File: src/rtl/noc_input_port_ctrl_if.sv
// Flit format shared by the router input port, plus the buffer/allocator/crossbar
// bundle seen by the input-port controller.
package noc_pkg;
  localparam int x_Des_Addr_Size = 4;
  localparam int y_Des_Addr_Size = 4;
  localparam int PAYLOAD_W       = 22;
  localparam int FLIT_W          = 2 + x_Des_Addr_Size + y_Des_Addr_Size + PAYLOAD_W;

  typedef enum logic [1:0] {
    LBL_BODY     = 2'b00,
    LBL_HEAD     = 2'b01,
    LBL_TAIL     = 2'b10,
    LBL_HEADTAIL = 2'b11
  } flit_label_t;

  typedef struct packed {
    flit_label_t                label;
    logic [x_Des_Addr_Size-1:0] x_dest;
    logic [y_Des_Addr_Size-1:0] y_dest;
    logic [PAYLOAD_W-1:0]       payload;
  } flit_Data_noVC;

  typedef enum logic [1:0] {
    ST_IDLE       = 2'd0,
    ST_WAIT_GRANT = 2'd1,
    ST_ACTIVE     = 2'd2
  } port_state_t;

  // One-hot output port vector, bit order {LOCAL,NORTH,SOUTH,EAST,WEST}.
  localparam logic [4:0] ROUTE_LOCAL = 5'b10000;
  localparam logic [4:0] ROUTE_NORTH = 5'b01000;
  localparam logic [4:0] ROUTE_SOUTH = 5'b00100;
  localparam logic [4:0] ROUTE_EAST  = 5'b00010;
  localparam logic [4:0] ROUTE_WEST  = 5'b00001;
endpackage

// Handshakes: buffer pops on a rising edge where buf_read_o=1 (only when
// buf_empty_i=0); a flit is transferred to the crossbar on any cycle with
// xb_valid_o=1 (only when out_stop_i=0); sa_grant_i is sampled while sa_req_o=1.
interface noc_input_port_ctrl_if;
  import noc_pkg::*;

  flit_Data_noVC buf_data_i;
  logic          buf_empty_i;
  logic          buf_read_o;
  logic          sa_req_o;
  logic [4:0]    route_o;
  logic          sa_grant_i;
  logic          out_stop_i;
  flit_Data_noVC xb_flit_o;
  logic          xb_valid_o;

  modport master (
    input  buf_data_i, buf_empty_i, sa_grant_i, out_stop_i,
    output buf_read_o, sa_req_o, route_o, xb_flit_o, xb_valid_o
  );

  modport slave (
    output buf_data_i, buf_empty_i, sa_grant_i, out_stop_i,
    input  buf_read_o, sa_req_o, route_o, xb_flit_o, xb_valid_o
  );
endinterface

File: src/rtl/noc_input_port_ctrl.sv
// Router input-port controller: XY-routes the head flit, holds the switch
// allocator request for the whole packet and streams flits to the crossbar.
module noc_input_port_ctrl
  import noc_pkg::*;
#(
  parameter logic [x_Des_Addr_Size-1:0] X_CUR = '0,
  parameter logic [y_Des_Addr_Size-1:0] Y_CUR = '0,
  parameter int                         CNT_W = 16
) (
  input  logic                 clk,
  input  logic                 rst,
  noc_input_port_ctrl_if.master ip,
  output logic                 err_o,
  output logic [CNT_W-1:0]     pkt_cnt_o,
  output logic [CNT_W-1:0]     flit_cnt_o,
  output port_state_t          dbg_state_o
);

  port_state_t      state_q, state_d;
  logic [4:0]       route_q, route_d;
  logic             err_q, err_d;
  logic [CNT_W-1:0] pkt_cnt_q, flit_cnt_q;
  logic             pop, send, is_head, is_tail;
  flit_Data_noVC    head_flit;

  function automatic logic [4:0] xy_route(input flit_Data_noVC f);
    if (f.x_dest > X_CUR)      return ROUTE_EAST;
    else if (f.x_dest < X_CUR) return ROUTE_WEST;
    else if (f.y_dest > Y_CUR) return ROUTE_NORTH;
    else if (f.y_dest < Y_CUR) return ROUTE_SOUTH;
    else                       return ROUTE_LOCAL;
  endfunction

  always_comb begin
    state_d   = state_q;
    route_d   = route_q;
    err_d     = 1'b0;
    pop       = 1'b0;
    send      = 1'b0;
    head_flit = ip.buf_data_i;
    is_head   = (head_flit.label == LBL_HEAD) || (head_flit.label == LBL_HEADTAIL);
    is_tail   = (head_flit.label == LBL_TAIL) || (head_flit.label == LBL_HEADTAIL);

    case (state_q)
      ST_IDLE: begin
        if (!ip.buf_empty_i) begin
          if (is_head) begin
            route_d = xy_route(head_flit);
            state_d = ST_WAIT_GRANT;
          end else begin
            // Orphan BODY/TAIL (e.g. left over from a reset mid-packet) is dropped.
            pop   = 1'b1;
            err_d = 1'b1;
          end
        end
      end
      ST_WAIT_GRANT: begin
        if (ip.sa_grant_i) state_d = ST_ACTIVE;
      end
      ST_ACTIVE: begin
        send = !ip.buf_empty_i && !ip.out_stop_i;
        pop  = send;
        if (send && is_tail) begin
          state_d = ST_IDLE;
          route_d = '0;
        end
      end
      default: begin
        state_d = ST_IDLE;
        route_d = '0;
      end
    endcase

    // While reset is held the port neither pops nor drives the crossbar.
    if (rst) begin
      pop  = 1'b0;
      send = 1'b0;
    end
  end

  always_ff @(posedge clk) begin
    if (rst) begin
      state_q    <= ST_IDLE;
      route_q    <= '0;
      err_q      <= 1'b0;
      pkt_cnt_q  <= '0;
      flit_cnt_q <= '0;
    end else begin
      state_q <= state_d;
      route_q <= route_d;
      err_q   <= err_d;
      if (send && flit_cnt_q != '1)
        flit_cnt_q <= flit_cnt_q + CNT_W'(1);
      if (send && is_tail && pkt_cnt_q != '1)
        pkt_cnt_q <= pkt_cnt_q + CNT_W'(1);
    end
  end

  assign ip.buf_read_o = pop;
  assign ip.xb_valid_o = send;
  assign ip.xb_flit_o  = (state_q == ST_ACTIVE && !rst) ? ip.buf_data_i : '0;
  assign ip.sa_req_o   = (state_q != ST_IDLE) && !rst;
  assign ip.route_o    = route_q;
  assign err_o         = err_q;
  assign pkt_cnt_o     = pkt_cnt_q;
  assign flit_cnt_o    = flit_cnt_q;
  assign dbg_state_o   = state_q;

endmodule

File: src/flat_wrapper.sv
// flat-port wrapper written by rule: the top's interface ports become plain ports
module noc_input_port_ctrl_flat import noc_pkg::*;
#(
  parameter logic [x_Des_Addr_Size-1:0] X_CUR = '0,
  parameter logic [y_Des_Addr_Size-1:0] Y_CUR = '0,
  parameter int                         CNT_W = 16
)
  (clk, rst, err_o, pkt_cnt_o, flit_cnt_o, dbg_state_o, ip_buf_data_i, ip_buf_empty_i, ip_sa_grant_i, ip_out_stop_i, ip_buf_read_o, ip_sa_req_o, ip_route_o, ip_xb_flit_o, ip_xb_valid_o);
  noc_input_port_ctrl_if ip_i ();
  input  logic clk;
  input  logic rst;
  output logic err_o;
  output logic [CNT_W-1:0] pkt_cnt_o;
  output logic [CNT_W-1:0] flit_cnt_o;
  output port_state_t dbg_state_o;
  input wire logic [$bits(ip_i.buf_data_i)-1:0] ip_buf_data_i;
  input wire logic [$bits(ip_i.buf_empty_i)-1:0] ip_buf_empty_i;
  input wire logic [$bits(ip_i.sa_grant_i)-1:0] ip_sa_grant_i;
  input wire logic [$bits(ip_i.out_stop_i)-1:0] ip_out_stop_i;
  output wire logic [$bits(ip_i.buf_read_o)-1:0] ip_buf_read_o;
  output wire logic [$bits(ip_i.sa_req_o)-1:0] ip_sa_req_o;
  output wire logic [$bits(ip_i.route_o)-1:0] ip_route_o;
  output wire logic [$bits(ip_i.xb_flit_o)-1:0] ip_xb_flit_o;
  output wire logic [$bits(ip_i.xb_valid_o)-1:0] ip_xb_valid_o;
  assign ip_i.buf_data_i = ip_buf_data_i;
  assign ip_i.buf_empty_i = ip_buf_empty_i;
  assign ip_i.sa_grant_i = ip_sa_grant_i;
  assign ip_i.out_stop_i = ip_out_stop_i;
  assign ip_buf_read_o = ip_i.buf_read_o;
  assign ip_sa_req_o = ip_i.sa_req_o;
  assign ip_route_o = ip_i.route_o;
  assign ip_xb_flit_o = ip_i.xb_flit_o;
  assign ip_xb_valid_o = ip_i.xb_valid_o;
  noc_input_port_ctrl #(.X_CUR(X_CUR), .Y_CUR(Y_CUR), .CNT_W(CNT_W)) u_core (.clk(clk), .rst(rst), .ip(ip_i), .err_o(err_o), .pkt_cnt_o(pkt_cnt_o), .flit_cnt_o(flit_cnt_o), .dbg_state_o(dbg_state_o));
endmodule
File: config.mk
export PLATFORM = sky130hd
export DESIGN_NAME = noc_input_port_ctrl_flat
export DESIGN_NICKNAME = d
export VERILOG_FILES = /design/src/rtl/noc_input_port_ctrl_if.sv /design/src/rtl/noc_input_port_ctrl.sv /design/src/flat_wrapper.sv
export SDC_FILE = /design/constraint.sdc
export NUM_CORES = 1
export LEC_CHECK = 0
export CORE_MARGIN = 1.5
export CORE_UTILIZATION = 36
export DETAILED_ROUTE_END_ITERATION = 7
export GPL_TIMING_DRIVEN = 0
export PLACE_DENSITY = 0.74
export SLEW_MARGIN = 20
export SYNTH_ARGS = -nofsm -noshare
export SYNTH_HDL_FRONTEND = slang
export SYNTH_SLANG_ARGS = --single-unit
File: constraint.sdc
create_clock -name clk -period 1.8 [get_ports clk]
set_input_delay 0.36 -clock clk [delete_from_list [all_inputs] [get_ports clk]]
set_output_delay 0.36 -clock clk [all_outputs]
set_load 0.03 [all_outputs]
-- Yosys cells after proc, flatten, opt, wreduce, memory -nomap -nowiden
Index checks and enable logic that the tools add are counted.
Widths: inputs -> output; s select.
- add/subtract/negate cells: 2
- magnitude comparators: 4
- equal/unequal tests: 11
- multiplexer cells: 20
- bitwise gates (word level): 2
- reduce and logical (&&, ||, !) cells: 17
- operator list (kind ; count):
    $mux 5 ; 7
    $add 16x1->16 const B ; 2
    $mux 32 ; 1
    $ne 16x16->1 const B ; 2
    $pmux 5 s3 ; 1
    $gt 4x1->1 const B ; 2
    $lt 4x1->1 const B ; 2
    $mux 2 ; 4
    $reduce_and 4->1 ; 2
    $logic_and 1x1->1 ; 7
    $eq 2x2->1 const B ; 3
    $pmux 2 s3 ; 1
    $mux 1 ; 5
    $eq 2x1->1 const B ; 2
    $ne 2x1->1 const B ; 2
    $ne 2x2->1 const B ; 2
    $logic_not 1->1 ; 3
    $logic_not 2->1 ; 1
    $logic_or 1x1->1 ; 2
    $not 1->1 ; 2
    $pmux 1 s2 ; 1
    $reduce_bool 2->1 ; 1
    $reduce_or 2->1 ; 1
- bits in registers: 40
- input bits: 37
- output and inout bits: 75
- word-level logic and storage cells: 61

-- Logic depth before layout (Yosys ltp)
- depth in word-level cells: 8
- mapped depth: 7
- mapped depth without buffers: 5

-- Least setup slack after synthesis
OpenSTA, ideal clock, no wires.
- path type: register to output
- start point: reg u_core.state_q[1] (netlist: u_core.dbg_state_o[1])
- end point: out ip_buf_read_o
- arrival: 1.872 ns
- data required time: 1.440 ns
- setup slack: -0.432 ns
- cell stages (with the launch flop): 6
- buffers on the path: 1
- path through: dfxtp_1 buf_4 or3b_1 or3_1 inv_1 or2_2
- cells in the longest elaborated chain, start to end: 3
- elaborated cells between the ends (all ways): 4
- classes of those cells: 1 x eq/ne; 2 x mux; 1 x reduce/logical
- RTL lines (item ; line ; source):
    start: declaration ; noc_input_port_ctrl.sv:19 ; port_state_t state_q, state_d;
    start signal: assignment ; noc_input_port_ctrl.sv:89 ; state_q <= state_d;
    $eq 2x2->1 / $logic_not 2->1 (equally long branches) ; noc_input_port_ctrl.sv:44 ; case (state_q)
    $pmux 1 s2 (*) ; noc_input_port_ctrl.sv:44 ;
    $mux 1 (*) ; noc_input_port_ctrl.sv:75 ; if (rst) begin
    end: declaration ; flat_wrapper.sv:20 ; output wire logic [$bits(ip_i.buf_read_o)-1:0] ip_buf_read_o;
Mark *: on every way between the ends. The rest lies on a longest branch, timed or not.

-- Worst setup path after layout
Ends and elaborated chain as after synthesis.

==> run_results.csv <==
group,metric,value,unit
run_status,status,"complete, but fails checks",
run_status,violations,"setup timing",
clocking,clkTransAtPathRegs,70,ps
floorplanning,dieWidth,81.63,um
worst_setup_path,reg2regPathDepth,7,
logic_synthesis,syn_area,2226,sq um
placed_design,io_buffers,109,
floorplanning,core-area,5956,sq um
worst_setup_path,worstPathMaxFanout,3,
placed_design,dp.cells,457,
layout,final_common_cell,"clkdlybuf4s50_1",
pwr,comb_power_share,15.8,%
floorplanning,die_height,81.63,um
layout,drive_gt1_share,37.35,%
pwr,internal-power,1.298,mW
layout,nNetsFinal,453,
layout,regArea,777.0,sq um
floorplanning,pin_count,112,
route,drtIter0Drc,156,
pwr,vdd.ir_drop.worst,0.4438,mV
global_routing,grt_pass1_vias,2373,
sta,fin_skew,7.281,ps
layout,finalNonFillerCells,490,
logic_synthesis,synthTopCellsByArea,"dfxtp_1 34%, and2_1 9.3%, a21oi_1 4.9%",
worst_hold_path,hold_class,"flop to flop",
pwr,pwr_density_cell,416.6,nW/um^2
clocking,h-tree-depth,2,
sta,slew_headroom,55.88,%
clocking,root_buffer,"clkbuf_8",
logic_synthesis,ys_ff_latch,38,
layout,final_area,4158,sq um
placed_design,placed_area,3493,sq um
route,highest_layer,"met4",
worst_setup_path,cp.required,1440,ps
pwr,swShare,25.04,%
route,drt-met1-wl,3190,um
global_routing,track_usage,22.51,%
route,wl,7776,um
layout,final_cell_mix,"46 x clkdlybuf4s50_1, 43 x buf_6, 32 x and2_4, 31 x dfxtp_1",
worst_setup_path,endpoint_kind,"primary output",
logic_synthesis,yosysSeqAreaShare,34.18,%
worst_setup_path,critPathLaunch,"u_core.dbg_state_o[1]",
layout,n_antenna_cell,0,
logic_synthesis,syn_inst,272,
logic_synthesis,syn_avg_cell_area,8.183,sq um
route,wl_met3,468,um
pwr,pwr-share-seq,48.8,%
global_routing,grt_max_degree,12,
worst_setup_path,r2r-start,"u_core.dbg_state_o[1]",
layout,multi_input_area,1635,sq um
placed_design,dp_hpwl,5035,um
worst_setup_path,crit_end,"ip_buf_read_o",
route,dr.pass1.iters,4,
route,vias,2709,
route,ant_nets,0,
sta,rsz0062_at_grt,"true",
sta,setup_viol,39,
sta,fin_ws,-187.1,ps
pwr,p_clk_share,35.4,%
placed_design,place_congestion,0.8315,
logic_synthesis,synth-async-reset-ratio,0,%
route,via_per_inst,5.529,
clocking,ctsHoldBuffers,0,
floorplanning,start_util,37.37,%
sta,fin_crit,1987,ps
route,drc,0,
route,met2_length,4045,um
pwr,p_leak,1.897,nW
worst_setup_path,arrival,1630,ps
sta,finalSetupTns,-4795,ps
clocking,cts_tree,"done",
clocking,clock_latency,290,ps
worst_setup_path,crit_type,"flop to primary output",
sta,post-route-period-util,110.4,%
global_routing,overflow,0,
sta,worst_slew_pin_slew,661.8,ps
global_routing,grt_pass1_wl,11540,um
worst_setup_path,r2r_end,"u_core.flit_cnt_o[15]",
logic_synthesis,synth_top_area_cell,"dfxtp_1",
logic_synthesis,synthFlopType,"dfxtp_1",
layout,fillers,480,
floorplanning,rows,28,
layout,area_delta_synth_final,86.79,%
run,cap_violations,0,
logic_synthesis,ys_types,49,
worst_setup_path,start_kind,"flop",
clocking,numClockSinks,38,
sta,timing.fmax,503.2,MHz
logic_synthesis,synth_edf_count,0,
route,wl_per_cell,15.87,um
floorplanning,dieArea,6663,sq um
placed_design,dp_slack,-1138,ps
clocking,cts_buffer_depth,2,
worst_setup_path,rrSetupSlack,-60,ps
global_routing,antenna_found_initial,0,
sta,drv_slew,0,
clocking,cts_buffers,5,
logic_synthesis,netlist.area_leader.share,34.18,%
logic_synthesis,yosys_warnings,0,
sta,hold_viol_final,0,
pwr,switching_power,433.7,uW
## worst max-delay path, stage by stage, from the launching register on
cell and delay (ps):
dfxtp_4 350, or3b_1 340, or3_4 360, clkinv_4 70, or2_4 100, buf_6 120
## metrics by stage
stage          hold WS (ps)  utilization [%]  power, mW
5_1_grt               498.1            69.81      1.804
3_5_place_dp          465.0            58.66      1.096
6_report              486.5            69.81      1.732
4_1_cts               450.4            65.21      1.740
3_3_place_gp          462.9            58.66      1.094
2_1_floorplan         447.6                -     0.9654
## worst min-delay path by stage
| stage | slack, ps | cells after the start | from | endpoint |
|---|---|---|---|---|
| floorplan | 450 | 1 | ip_buf_data_i[30] | u_core.err_o |
| global placement | 460 | 2 | u_core.ip.route_o[4] | u_core.ip.route_o[4] |
| detailed placement | 460 | 2 | u_core.ip.route_o[1] | u_core.ip.route_o[1] |
| CTS | 450 | 3 | rst | u_core.pkt_cnt_o[14] |
| global route | 500 | 2 | u_core.ip.route_o[1] | u_core.ip.route_o[1] |
| finish | 490 | 2 | u_core.ip.route_o[1] | u_core.ip.route_o[1] |
## flip-flops by register name (all words and copies together) (netlist names)
| register | count |
|---|---|
| u_core.dbg_state_o | 2 |
| u_core.err_o | 1 |
| u_core.flit_cnt_o | 16 |
| u_core.ip.route_o | 3 |
| u_core.pkt_cnt_o | 16 |
## kinds of logic after synthesis
group	Yosys count	share of synthesized area, %
compound gates	61	17.37
fa+ha+maj	2	1.124
buf+inv	21	4.721
flops	38	34.18
mux	5	2.473
other cells	1	0.1685
simple gates	144	39.97
## synthesized netlist by cell type, types with 7 or more instances
| cell type | count |
|---|---|
| a21oi_1 | 22 |
| nor2_1 | 12 |
| and2_1 | 33 |
| o31ai_1 | 10 |
| or3_1 | 7 |
| or4_1 | 11 |
| nand2_1 | 13 |
| nor3_1 | 8 |
| o21ai_0 | 11 |
| nand4_1 | 10 |
| dfxtp_1 | 38 |
| nand3_1 | 16 |
## power by group through the flow
stage	clock, mW	sequential, mW	combinational [mW]
floorplan	0	0.878	0.0876
global placement	0	0.867	0.227
detailed placement	0	0.867	0.229
CTS	0.634	0.848	0.257
global route	0.667	0.845	0.291
finish	0.613	0.845	0.274
## layer usage
layer	GRT usage (%)	up-vias
li1	-	1312
met1	27.97	1291
met2	38.76	98
met3	5.667	8
met4	5.763	0
met5	0	-
## layout make-up
cell class                      count  area share [%]
Buffer                             14           3.280
Clock inverter                      1          0.1204
Timing Repair Buffer              135           33.58
Sequential cell                    38           18.69
Tap cell                           75           2.257
Inverter                            6          0.6621
Multi-Input combinational cell    214           39.33
Clock buffer                        7           2.076
## what timing repair did
| action | 4_1_cts | 5_1_grt |
|---|---|---|
| pin swaps | 28 | 20 |
| resized for setup | 312 | 57 |
| gates cloned | 4 | 1 |
| buffers inserted | 11 | 11 |
| setup endpoints to repair | 74 | 73 |
Power figures use the tool's default switching activity.
